--- src/rtl/clock_set_controller.sv ---
// rtl/clock_set_controller.sv - UART command parser and adjust-strobe sequencer for the clock_calendar core
module clock_set_controller #(
    parameter int TIMEOUT_CYCLES = 50_000_000,
    parameter int CNT_W          = 26
) (
    input  logic       clk,
    input  logic       rst,
    input  logic [7:0] rx_data,
    input  logic       rx_valid,
    input  logic       btn_hour,
    input  logic       btn_min,
    output logic       load_time,
    output logic [7:0] load_hour,
    output logic [7:0] load_min,
    output logic [7:0] load_sec,
    output logic       inc_hour,
    output logic       inc_min,
    output logic       pause,
    output logic       fast,
    output logic       cmd_error,
    output logic       busy
);

    typedef enum logic [1:0] {
        S_IDLE  = 2'd0,
        S_DIG   = 2'd1,
        S_CHECK = 2'd2
    } state_t;

    // Timeout fires on the cycle the counter would reach TIMEOUT_CYCLES.
    localparam logic [CNT_W-1:0] TO_LAST = CNT_W'(TIMEOUT_CYCLES - 1);

    state_t           state_q, state_n;
    logic [2:0]       idx_q, idx_n;
    logic [CNT_W-1:0] cnt_q, cnt_n;
    logic [23:0]      dig_q, dig_n;      // H1 in [23:20] down to S0 in [3:0]
    logic             pause_n, fast_n;
    logic             load_n, err_n;
    logic             btn_hour_q, btn_min_q;
    logic             pend_hour_q, pend_min_q;
    logic             want_hour, want_min;
    logic             is_digit;
    logic             fields_ok;
    logic [4:0]       dig_lsb;

    assign is_digit  = (rx_data >= 8'h30) && (rx_data <= 8'h39);
    assign dig_lsb   = 5'd20 - {idx_q, 2'b00};
    // Digits are 0-9 per nibble, so a plain compare of the packed BCD hour works.
    assign fields_ok = (dig_q[23:16] <= 8'h23) && (dig_q[15:12] <= 4'd5) && (dig_q[7:4] <= 4'd5);
    assign busy      = (state_q != S_IDLE);

    // A pending inc merges with any new edge of the same button into one strobe.
    assign want_hour = (btn_hour & ~btn_hour_q) | pend_hour_q;
    assign want_min  = (btn_min & ~btn_min_q) | pend_min_q;

    // Frame parser: next state, digit capture, timeout and command toggles.
    always_comb begin
        state_n = state_q;
        idx_n   = idx_q;
        cnt_n   = cnt_q;
        dig_n   = dig_q;
        pause_n = pause;
        fast_n  = fast;
        load_n  = 1'b0;
        err_n   = 1'b0;
        case (state_q)
            S_IDLE: begin
                if (rx_valid) begin
                    case (rx_data)
                        8'h54: begin
                            state_n = S_DIG;
                            idx_n   = 3'd0;
                            cnt_n   = '0;
                        end
                        8'h50:   pause_n = ~pause;
                        8'h46:   fast_n  = ~fast;
                        default: ;
                    endcase
                end
            end
            S_DIG: begin
                if (rx_valid) begin
                    if (is_digit) begin
                        dig_n[dig_lsb +: 4] = rx_data[3:0];
                        idx_n = idx_q + 3'd1;
                        cnt_n = '0;
                        if (idx_q == 3'd5) begin
                            state_n = S_CHECK;
                        end
                    end else begin
                        state_n = S_IDLE;
                        err_n   = 1'b1;
                    end
                end else if (cnt_q == TO_LAST) begin
                    state_n = S_IDLE;
                    err_n   = 1'b1;
                end else begin
                    cnt_n = cnt_q + 1'b1;
                end
            end
            S_CHECK: begin
                state_n = S_IDLE;
                if (fields_ok) begin
                    load_n = 1'b1;
                end else begin
                    err_n = 1'b1;
                end
            end
            default: state_n = S_IDLE;
        endcase
    end

    // Parser state, level outputs and registered load/error strobes.
    always_ff @(posedge clk or posedge rst) begin
        if (rst) begin
            state_q   <= S_IDLE;
            idx_q     <= '0;
            cnt_q     <= '0;
            dig_q     <= '0;
            pause     <= 1'b0;
            fast      <= 1'b0;
            load_time <= 1'b0;
            cmd_error <= 1'b0;
            load_hour <= '0;
            load_min  <= '0;
            load_sec  <= '0;
        end else begin
            state_q   <= state_n;
            idx_q     <= idx_n;
            cnt_q     <= cnt_n;
            dig_q     <= dig_n;
            pause     <= pause_n;
            fast      <= fast_n;
            load_time <= load_n;
            cmd_error <= err_n;
            if (load_n) begin
                load_hour <= dig_q[23:16];
                load_min  <= dig_q[15:8];
                load_sec  <= dig_q[7:0];
            end
        end
    end

    // Button edge strobes; a load_time cycle defers them by one cycle.
    always_ff @(posedge clk or posedge rst) begin
        if (rst) begin
            btn_hour_q  <= 1'b0;
            btn_min_q   <= 1'b0;
            pend_hour_q <= 1'b0;
            pend_min_q  <= 1'b0;
            inc_hour    <= 1'b0;
            inc_min     <= 1'b0;
        end else begin
            btn_hour_q <= btn_hour;
            btn_min_q  <= btn_min;
            if (load_n) begin
                inc_hour    <= 1'b0;
                inc_min     <= 1'b0;
                pend_hour_q <= want_hour;
                pend_min_q  <= want_min;
            end else begin
                inc_hour    <= want_hour;
                inc_min     <= want_min;
                pend_hour_q <= 1'b0;
                pend_min_q  <= 1'b0;
            end
        end
    end

endmodule

--- config.mk ---
export PLATFORM = sky130hd
export DESIGN_NAME = clock_set_controller
export DESIGN_NICKNAME = d
export VERILOG_FILES = /design/src/rtl/clock_set_controller.sv
export SDC_FILE = /design/constraint.sdc
export NUM_CORES = 1
export LEC_CHECK = 0
export ABC_CLOCK_PERIOD_IN_PS = 3000
export CORE_MARGIN = 4
export CORE_UTILIZATION = 39
export CTS_CLUSTER_DIAMETER = 40
export DETAILED_ROUTE_END_ITERATION = 7
export GPL_TIMING_DRIVEN = 0
export SETUP_SLACK_MARGIN = 0.02
export SLEW_MARGIN = 20
export SYNTH_ARGS = -nofsm -noshare
export SYNTH_HDL_FRONTEND = slang
export SYNTH_SLANG_ARGS = --single-unit
--- constraint.sdc ---
create_clock -name clk -period 3 [get_ports clk]
set_input_delay 0.45 -clock clk [delete_from_list [all_inputs] [get_ports clk]]
set_output_delay 0.45 -clock clk [all_outputs]
set_load 0.02 [all_outputs]
Yosys cells after proc, flatten, opt, wreduce, memory -nomap -nowiden
Index checks and enable logic that the tools add are counted.

Logic and storage cells: 93. Register bits: 89. Output and inout bits: 31.

Order comparisons: 5. Bitwise operators: 8. Mux-type cells: 30. Reductions and logical operators: 12. Add/subtract/negate cells: 4. Shifts and indexed selects: 2. Equality and inequality tests: 15.

Operator list (number): 2-to-1 mux 26 bit (5); case mux 26 bit (2 select lines) (1); adder 26 x 1 -> 26 bit, second input constant (1); == test 26 bit, second input constant (1); bitwise mux 24 bit (1); == test 8 x 7 -> 1 bit, second input constant (3); variable shift 4 x 7 -> 24 bit, first input constant (1); indexed part select 4 x 7 -> 24 bit (1); less-or-equal comparator 8 x 6 -> 1 bit, second input constant (2); 2-to-1 mux 2 bit (6); 2-to-1 mux 3 bit (4); 2-to-1 mux 1 bit (10); AND reduction 5 bit (2); inequality test 3 bit, second input constant (3); AND reduction 3 bit (3); greater-or-equal comparator 8 x 6 -> 1 bit, second input constant (1); less-or-equal comparator 4 x 3 -> 1 bit, second input constant (2); negation 5 -> 7 bit (1); inequality test 2 bit, second input constant (3); case mux 3 bit (2 select lines) (1); subtractor 5 bit, first input constant (1); inequality test 4 bit, second input constant (1); inverter 1 bit (4); case mux 2 bit (2 select lines) (1); other kinds (12) (17).

Logic depth before layout (Yosys ltp)
Depth in word-level cells: 6. Mapped depth: 8. Mapped depth without buffers: 8.

Least setup slack after synthesis
OpenSTA, ideal clock, no wires.

Path type: reg-to-reg. From: reg idx_q[0]. To: reg dig_q[16]. Setup time: 0.125 ns. Data arrival time: 2.097 ns. Buffers on the path: 2. Cell stages (with the launch flop): 8. Path slack: 0.778 ns. Cell sequence: dfrtp_1 > clkbuf_1 > inv_1 > ha_1 > nand2_1 > or4_1 > buf_2 > mux2_4.

Cells in the longest elaborated chain, start to end: 4. Elaborated cells between the ends (all ways): 5. Classes of those cells: 2 x add/sub; 2 x shift; 1 x mux.

Ends and longest elaborated chain: from (decl) (RTL line 34) `logic [2:0] idx_q, idx_n;`; from (signal assigned) (RTL line 129) `idx_q <= idx_n;`; subtractor 5 bit * (RTL line 47) `assign dig_lsb = 5'd20 - {idx_q, 2'b00};`; negation 5 -> 7 bit * (RTL line 84) `dig_n[dig_lsb +: 4] = rx_data[3:0];`; indexed part select 4 x 7 -> 24 bit or variable shift 4 x 7 -> 24 bit (tied branches) (RTL line 84); bitwise mux 24 bit * (RTL line 84); to (signal assigned) (RTL line 131) `dig_q <= dig_n;`; to (decl) (RTL line 36) `logic [23:0] dig_q, dig_n;`.

Mark *: on every way between the ends. The rest lies on a longest branch, timed or not. A chain may end at the register's enable or synchronous reset.

Worst setup path in the final report
From: reg state_q[1]. To: reg cnt_q[7].

Cells in the longest elaborated chain, start to end: 3. Elaborated cells between the ends (all ways): 9. Classes of those cells: 5 x eq/ne; 1 x mux; 3 x reduce/logical.

Ends and longest elaborated chain: from (decl) (RTL line 33) `state_t state_q, state_n;`; from (signal assigned) (RTL line 128) `state_q <= state_n;`; == test 2 x 1 -> 1 bit or logical NOT 2 bit (tied branches) (RTL line 66) `case (state_q)`; inequality test 3 bit (no source line) (tied with other cells); AND reduction 5 bit (no source line); to (signal assigned) (RTL line 130) `cnt_q <= cnt_n;`; to (decl) (RTL line 35) `logic [CNT_W-1:0] cnt_q, cnt_n;`.

Several ways; a longest one is shown, not always the timed one.

==> reports/qor.txt <==
run status: finished clean
I/O pin cnt: 44
Top cell by count, worst path: clkbuf_1
CP Launch Type: register
Vias: 3209
Post-synth EDFFs: 0
Root Driver: clkbuf_8
ys flop type: dfrtp_1
first-pass GRT wire length: 15700 um
Overall Power: 2.30 mW
Vias/cell: 5.49
Place WS: 24.4 ps
Least-Margin Pin Slew: 577 ps
Final Routed Wirelength: 9440 um
Total Routing Usage GR: 15.1%
Clock power frac: 38.1%
DRT iter0 DRCs: 126
CTS tree: done
critical path arrival: 2980 ps
Reg power frac: 53.9%
Max Cap Viol: 0
setup violators final: 0
VDD IR max: 0.000269 V
largest net degree at the start of global routing: 50
CTS Buffer Depth: 2
die area: 12900 um2
Initial DRT Pass Iterations: 4
DRC: 0
critical path peak fanout: 10
Leakage: 2.39 nW
setup TNS: 0 ps
CTS sink cnt: 89
RSZ-0062 raised after global routing: no
CP required: 3280 ps
Net Sw Frac: 25.6%
cts hold-fix bufs: 0
post-detail-place hpwl: 6630 um
critical path, cell by cell: inv_1, ha_1, nor2b_1, clkbuf_1, clkbuf_1, o21ai_0, a31oi_1
CTS clock-pin slew for the worst setup and hold paths: 100 ps
worst-skew pair later-pin latency: 360 ps
Comb power frac: 8.0%
post-placement cell count: 569
worst setup margin: 299 ps
RD Place Congestion: 0.851
internal power: 1.71 mW
Slowest cell on crit path: nor2b_1
Synth Instances: 387
min Tclk post-route: 2700 ps
FMAX: 0.370 GHz
Rel. slew slack: 61.2%
core area: 10900 um2
Setup CP Type: reg -> reg
TritonCTS buffer count: 9
fin cells: 585
PostCTS Resize Cnt: 0
design area: 5180 um2
Hold Crit Class: in -> reg
Initial Utilization: 40.0%
hold violation total from the final report: 0
Largest stage delay, worst path: 490 ps
Hold Path Depth: 2
IO buf count: 41
std cell rows: 38
antenna viol nets, final: 0
register area share after synthesis: 51.2%
Area Overhead vs Synth: 19.0%
crit end category: register
FF+latch count, synth: 89
R2R cell count: 7
Syn Std Cell Area: 4350 um2
PD cells: 445 nW/um2
GR Overflow Total: 0
Distinct cells, synth: 59
nets: 464
Fillers: 1017
vias in the first global route: 3155
skew final: 12.7 ps
Syn Nets: 411
yosys warns: 0
final hold slack: 410 ps
Die W: 114 um
final slew viol count: 0
FFs w/ async S/R, synth: 100%
htree depth: 3
Tcrit/Tclk final: 90.0%
Switch Pwr: 590 uW
WL/cell: 16.1 um
Die Y: 114 um
Mapped Avg Cell Area: 11.2 um2
Post-DP Area: 4970 um2
setup bufs post-CTS: 0
Core Util, Final: 47.6%
antenna violations before repair: 0
layout cells sized above 1: 18.9%
ANT cells: 0
-- sequential cells by signal (all words and copies together), names as in the netlist, 2 cells and up --
register,cells
idx_q,3
load_hour,8
state_q,2
load_sec,8
cnt_q,26
dig_q,24
load_min,8
-- cells in the final DEF (no fill, tap or decap), types with 3 or more instances in the layout --
cell and n:
inv_1 15, clkdlybuf4s50_1 41, a21o_1 3, mux2_2 31, ha_1 11, clkbuf_1 7, a41oi_1 5, a21bo_2 7
o31ai_1 3, nor2b_1 3, nand3_1 13, nor4_1 3, a21oi_1 9, clkbuf_8 10, buf_2 7, mux2_4 5
a31oi_1 24, nand2_1 36, a2bb2oi_1 3, nand2b_1 7, a21boi_0 3, and2_1 8, dfrtp_1 89, nor3_1 9
and3_1 10, or3_1 3, nor2_1 8, nand4_1 11, o21ai_0 12
-- kinds of logic after synthesis --
kind of cell,synth area share [%]
compound gates,13.9
xor+xnor,0.402
fa+ha+maj,3.16
buf+inv,3.22
flops,51.2
mux,9.97
simple gates,18.2
-- power groups by stage --
stage | combinational [mW] | clock (mW) | sequential, mW
floorplan | 0.112 | 0 | 1.27
global placement | 0.178 | 0 | 1.27
detailed placement | 0.186 | 0 | 1.27
CTS | 0.187 | 0.913 | 1.24
global route | 0.205 | 0.963 | 1.25
finish | 0.183 | 0.878 | 1.24
-- per-layer routing --
layer | vias to the layer above | global-route usage, % | wire (um)
li1 | 1537 | - | -
met3 | 10 | 3.77 | 401
met1 | 1607 | 19.7 | 4260
met4 | 0 | 4.33 | 95
met5 | - | 0 | 0
met2 | 55 | 25.1 | 4690
-- path summary, 6_finish.rpt --
check	slack [ps]	from	end
max	300	state_q[1]	cnt_q[7]
min reg2reg	480	fast	fast
max reg2reg	300	state_q[1]	cnt_q[7]
min in group asynchronous	480	rst	pause
min	410	rx_data[2]	dig_q[18]
max in group asynchronous	1900	rst	dig_q[15]
-- final cells by class --
class                      instances  area [um2]  share of cell area (%)
sequential                        89        2230                    43.0
multi-input combinational        266        1990                    38.3
timing repair buffer              42         438                    8.45
tap                              140         175                    3.38
clock buffer                      10         138                    2.66
buffer                            16        80.1                    1.55
clock inverter                     6        75.1                    1.45
inverter                          16        62.6                    1.21
-- critical path: cells and delay by family, from the launching register on --
kind                       cells  cell delay (ps)
DFF                            1              420
buffers and inverters          3             1020
adders and majority gates      1              350
and+or+nand+nor                1              490
AOI/OAI and AO/OA              2              340
-- Yosys cell counts (3+ instances only) --
cell type | instances | area share (%)
buf_2 | 7 | 0.80
or3_1 | 3 | 0.43
mux2_2 | 31 | 8.0
a21boi_0 | 3 | 0.52
inv_1 | 16 | 1.4
nand2_1 | 36 | 3.1
nand3_1 | 13 | 1.5
nand2b_1 | 7 | 1.0
nand4_1 | 11 | 1.6
clkbuf_1 | 7 | 0.60
a41oi_1 | 5 | 1.0
dfrtp_1 | 89 | 51
ha_1 | 11 | 3.2
a2bb2oi_1 | 3 | 0.60
nor2_1 | 8 | 0.69
a21o_1 | 3 | 0.52
a21bo_2 | 7 | 1.6
nor2b_1 | 3 | 0.43
nor4_1 | 3 | 0.43
a21oi_1 | 9 | 1.0
mux2_4 | 5 | 1.7
a31oi_1 | 24 | 3.4
o31ai_1 | 3 | 0.52
nor3_1 | 9 | 1.0
and3_1 | 10 | 1.4
o21ai_0 | 12 | 1.4
and2_1 | 8 | 1.1
No activity file was read; power rests on OpenSTA's default activity.
==> variant 1: new RTL, config.mk and constraints unchanged <==
Set the parameter `CNT_W` to 52 (it was 26).
--- a/src/rtl/clock_set_controller.sv
+++ b/src/rtl/clock_set_controller.sv
@@ -2,5 +2,5 @@
 module clock_set_controller #(
     parameter int TIMEOUT_CYCLES = 50_000_000,
-    parameter int CNT_W          = 26
+    parameter int CNT_W          = 52
 ) (
     input  logic       clk,
Function: no difference found for any inputs over 10 cycles, from zero or initial values and one cycle with rst high; that may be too few to reach the edited logic, so the function may still have changed.
==> variant 1 against the original RTL <==
  * Final cell count rose by 48%
  * Wire length is 61% higher
  * Critical path depth grew 2
  * Sequential cell count up 26
  * Setup slack lost 110 ps
  * Design area up 38%
  * Total power grew 100%
  * Area after synthesis rose by 34%
  * Largest cell class unchanged
==> variant 1: results (changes against the original RTL) <==
stage,metric,value,unit,change
run_status,status,finished clean,,
cts,Root Buffer,clkbuf_16,,
cts,CTS Buf Count,17,,+8
grt,met2 Use GR,29.5,%,+4.3 points
detailed_routing,wire per inst,17.6,um,+8.9%
sta,worst slew pin tran,760,ps,+183 ps
grt,met3 Use GR,4.91,%,+1.1 points
critical_path,CP max stage delay,400,ps,-90 ps
critical_path,Critical Path Slowest Stage Cell,dfrtp_1,,
cts,clock slew at reported path FFs,50,ps,-50 ps
cts,insertion delay to the later sink of the worst-skew pair,410,ps,+50 ps
sta,worst clock skew,7.02,ps,-5.70 ps
synthesis,largest cells by area after synthesis,"dfrtp_1 (49%), o21ai_0 (5.8%), mux2_2 (5.8%), nand2_1 (5.1%), nand4_1 (3.1%)",,
detailed_routing,vias per cell,5.78,,+5.4%
cts,H-tree depth,4,,+1
finish,largest registers,"cnt_q x52, dig_q x24",,
pwr,Sequential Power Share,36.8,%,-17 points
critical_path,critical path arrival,3130,ps,+150 ps
critical_path,FF-to-FF setup slack,190,ps,-110 ps
critical_path,r2r endpoint,cnt_q[4],,
pwr,sequential power,1.72,mW,+39%
placement,placed insts,833,,+46%
grt,M1 GR Usage,25.7,%,+6.0 points
grt,largest net degree at the start of global routing,36,,-28%
placement,Post-DP Area,6540,um^2,+32%
finish,Filler Cells Inserted,1309,,+29%
critical_path,r2r worst-path depth,9,,+2
min_path,Hold Path Sink,dig_q[14],,
finish,Post-layout nets,692,,+49%
==> variant 1: cell types whose count changed in the layout (fill, tap and decap cells not counted), moves of 17 or more <==
| cell | before | now |
|---|---|---|
| nor2_1 | 8 | 30 |
| clkbuf_16 | 0 | 17 |
| nand2_1 | 36 | 80 |
| o21ai_0 | 12 | 68 |
| dfrtp_1 | 89 | 115 |
| nand4_1 | 11 | 29 |
==> variant 1: routing by layer <==
metal | part of all wire [%] | vias up
li1 | - | 2367
met1 | 45 | 2423
met2 | 46 | 190
met3 | 7.0 | 23
met4 | 1.7 | 0
met5 | 0 | -
==> variant 1: logic make-up after synthesis <==
family / count (synthesis) / synth area share (%)
muxes: 32 / 6.13
DFF: 115 / 49.3
and+or+nand+nor: 244 / 22.9
AOI/OAI and AO/OA: 153 / 15.5
adders and majority gates: 11 / 2.36
xor gates and xnor gates: 2 / 0.300
buffers and inverters: 48 / 3.54
==> variant 1: layout make-up <==
cell class | instances | area [um^2] | area share (%)
clock inverter | 12 | 158 | 2.20
inverter | 19 | 75.1 | 1.05
timing repair buffer | 44 | 470 | 6.58
multi-input combinational | 442 | 2770 | 38.7
buffer | 29 | 135 | 1.89
sequential | 115 | 2880 | 40.2
clock buffer | 20 | 437 | 6.11
tap | 184 | 230 | 3.22
==> variant 1: worst max path at each step <==
stage                    start        end  slack [ps]  depth (start not counted)
detailed placement  rx_data[3]  cnt_q[34]        -170                          8
floorplan             cnt_q[0]  cnt_q[50]         830                          7
global route          cnt_q[0]  cnt_q[12]          90                          9
finish                cnt_q[0]   cnt_q[4]         190                          9
global placement    rx_data[3]  cnt_q[34]        -130                          8
CTS                   cnt_q[0]  cnt_q[12]         170                          9
==> variant 2: new RTL, same flow settings <==
Without the edit above. Register the output `load_hour` once more, without a reset; this adds one clock of latency there. The other outputs are not delayed to match.
--- a/src/rtl/clock_set_controller.sv
+++ b/src/rtl/clock_set_controller.sv
@@ -30,4 +30,6 @@
     // Timeout fires on the cycle the counter would reach TIMEOUT_CYCLES.
     localparam logic [CNT_W-1:0] TO_LAST = CNT_W'(TIMEOUT_CYCLES - 1);
+
+    logic [7:0] load_hour_s0;
 
     state_t           state_q, state_n;
@@ -122,5 +124,5 @@
             load_time <= 1'b0;
             cmd_error <= 1'b0;
-            load_hour <= '0;
+            load_hour_s0 <= '0;
             load_min  <= '0;
             load_sec  <= '0;
@@ -135,5 +137,5 @@
             cmd_error <= err_n;
             if (load_n) begin
-                load_hour <= dig_q[23:16];
+                load_hour_s0 <= dig_q[23:16];
                 load_min  <= dig_q[15:8];
                 load_sec  <= dig_q[7:0];
@@ -168,4 +170,8 @@
     end
 
+    always_ff @(posedge clk) begin
+        load_hour <= load_hour_s0;
+    end
+
 endmodule
 
Function: changed (Yosys sat finds a counterexample within 10 cycles, from zero or initial values and one cycle with rst high).
==> variant 2 against the original RTL <==
  * Setup slack worse by 84 ps
  * Area after synthesis is 6.1% higher
  * Design area is 7.4% higher
  * Wire length is 10% higher
  * Sequential cell count is 8 higher
  * Critical path depth stayed put
  * Non-clock buffer count is 1 lower
  * Clock skew is 2.7 ps lower
Power is not compared: it rests on default switching activity, and its combinational part moved more than twofold at a synthesized area within 25%.
==> variant 2: results (changes against the original RTL) <==
stage,metric,value,unit,change
min_path,Hold WC Path Type,reg2reg,,
synthesis,Netlist cell types,63,,+6.8%
detailed_routing,iteration-0 DRC count of the detailed router,254,,+100%
synthesis,post-synthesis xor/xnor area fraction,0.379,%,-0.023 points
critical_path,r2r worst-path depth,6,,-1
grt,vias in the first global route,3386,,+7.3%
critical_path,Critical Path Slowest Stage Cell,clkdlybuf4s50_1,,
run_status,status,finished clean,,
synthesis,ys async rst share,91.8,%,-8.2 points
synthesis,sequential area share after synthesis,51.7,%,+0.52 points
synthesis,mux contribution to synthesized area,8.75,%,-1.2 points
sta,worst clock skew,10.0,ps,-2.69 ps
min_path,Worst Hold Path Cells,0,,-2
grt,GRT Total Usage,16.2,%,+1.1 points
sta,worst slew pin tran,861,ps,+284 ps
critical_path,r2r endpoint,cnt_q[24],,
placement,number of port buffers,43,,+4.9%
placement,RePlAce Congestion,0.847,,-0.53%
synthesis,Synth Area in Compound Gates,14.6,%,+0.74 points
synthesis,most frequent cells after synthesis,"dfrtp_1 (89), mux2_2 (35), o31ai_1 (28)",,
cts,Root Buffer,clkbuf_16,,
finish,share of cells above drive strength 1,16.7,%,-2.1 points
min_path,hold_sp,load_hour_s0[6],,
detailed_routing,TritonRoute pass-1 iters,5,,+1
sta,WHS,365,ps,-45.1 ps
placement,Place WS,-175,ps,-200 ps
critical_path,critical path arrival,3030,ps,+50 ps
placement,hpwl dp,7400,um,+12%
critical_path,FF-to-FF setup slack,410,ps,+110 ps
synthesis,Mapped Nets,435,,+5.8%
critical_path,worst reg2reg path startpoint,cnt_q[0],,
synthesis,post-synthesis adder-cell area fraction,2.98,%,-0.18 points
cts,CTS Buf Count,9,,unchanged
min_path,Hold Path Sink,load_hour[6],,
sta,setup ws final,216,ps,-83.8 ps
finish,Post-layout nets,491,,+5.8%
pwr,P_leak,2.40,nW,
synthesis,largest cells by area after synthesis,"dfrtp_1 (48%), mux2_2 (8.5%), o31ai_1 (4.6%), dfxtp_1 (3.5%), ha_1 (3.0%)",,
cts,clock slew at reported path FFs,70,ps,-30 ps
finish,Filler Cells Inserted,1069,,+5.1%
-- variant 2: how the worst max path moves through the flow --
| stage | to | cells after the start | from |
|---|---|---|---|
| after floorplan | btn_hour_q | 1 | rst |
| after global placement | load_min[2] | 2 | rst |
| after detailed placement | cnt_q[16] | 7 | rx_data[2] |
| after CTS | cnt_q[10] | 7 | rx_data[2] |
| after global routing | cnt_q[13] | 7 | rx_data[3] |
| final | cnt_q[13] | 7 | rx_data[3] |
-- variant 2: cells by family (layout without fill, tap and decap cells) --
family | count (synthesis) | after routing
multiplexers | 36 | 36
buffers and inverters | 34 | 95
XOR/XNOR | 2 | 2
adder cells (fa/ha/maj) | 11 | 11
flip-flops | 97 | 97
AO/OA/AOI/OAI | 90 | 90
AND/OR/NAND/NOR | 141 | 141
-- variant 2: power groups by stage --
stage               registers, mW  clock network, mW  logic (mW)
finish                       1.44               1.14       0.664
global route                 1.45               1.22       0.739
CTS                          1.44               1.17       0.668
detailed placement           1.46                  0       0.665
global placement             1.46                  0       0.648
floorplan                    1.46                  0       0.443
-- variant 2: per-layer routing --
metal	GRT usage (%)	part of all wire, %
met3	3.08	3.7
met1	23.7	51
met5	0	0
met4	7.03	1.9
met2	23.5	44
-- variant 2: layout make-up --
type | instances | area (um^2) | share of cell area, %
multi-input combinational | 280 | 2100 | 37.7
timing repair buffer | 45 | 465 | 8.36
inverter | 22 | 87.6 | 1.57
clock inverter | 5 | 45.0 | 0.809
sequential | 97 | 2390 | 42.9
buffer | 12 | 52.6 | 0.944
tap | 143 | 179 | 3.21
clock buffer | 11 | 253 | 4.54
-- variant 2: stage by stage --
stage	std cells	power, mW	cell area (um^2)	utilization, %
6_report	615	3.24	5570	48.3
4_1_cts	614	3.28	5560	48.3
2_1_floorplan	411	1.90	4620	-
5_1_grt	615	3.41	5570	48.3
3_3_place_gp	597	2.11	5230	45.4
3_5_place_dp	598	2.13	5260	45.7
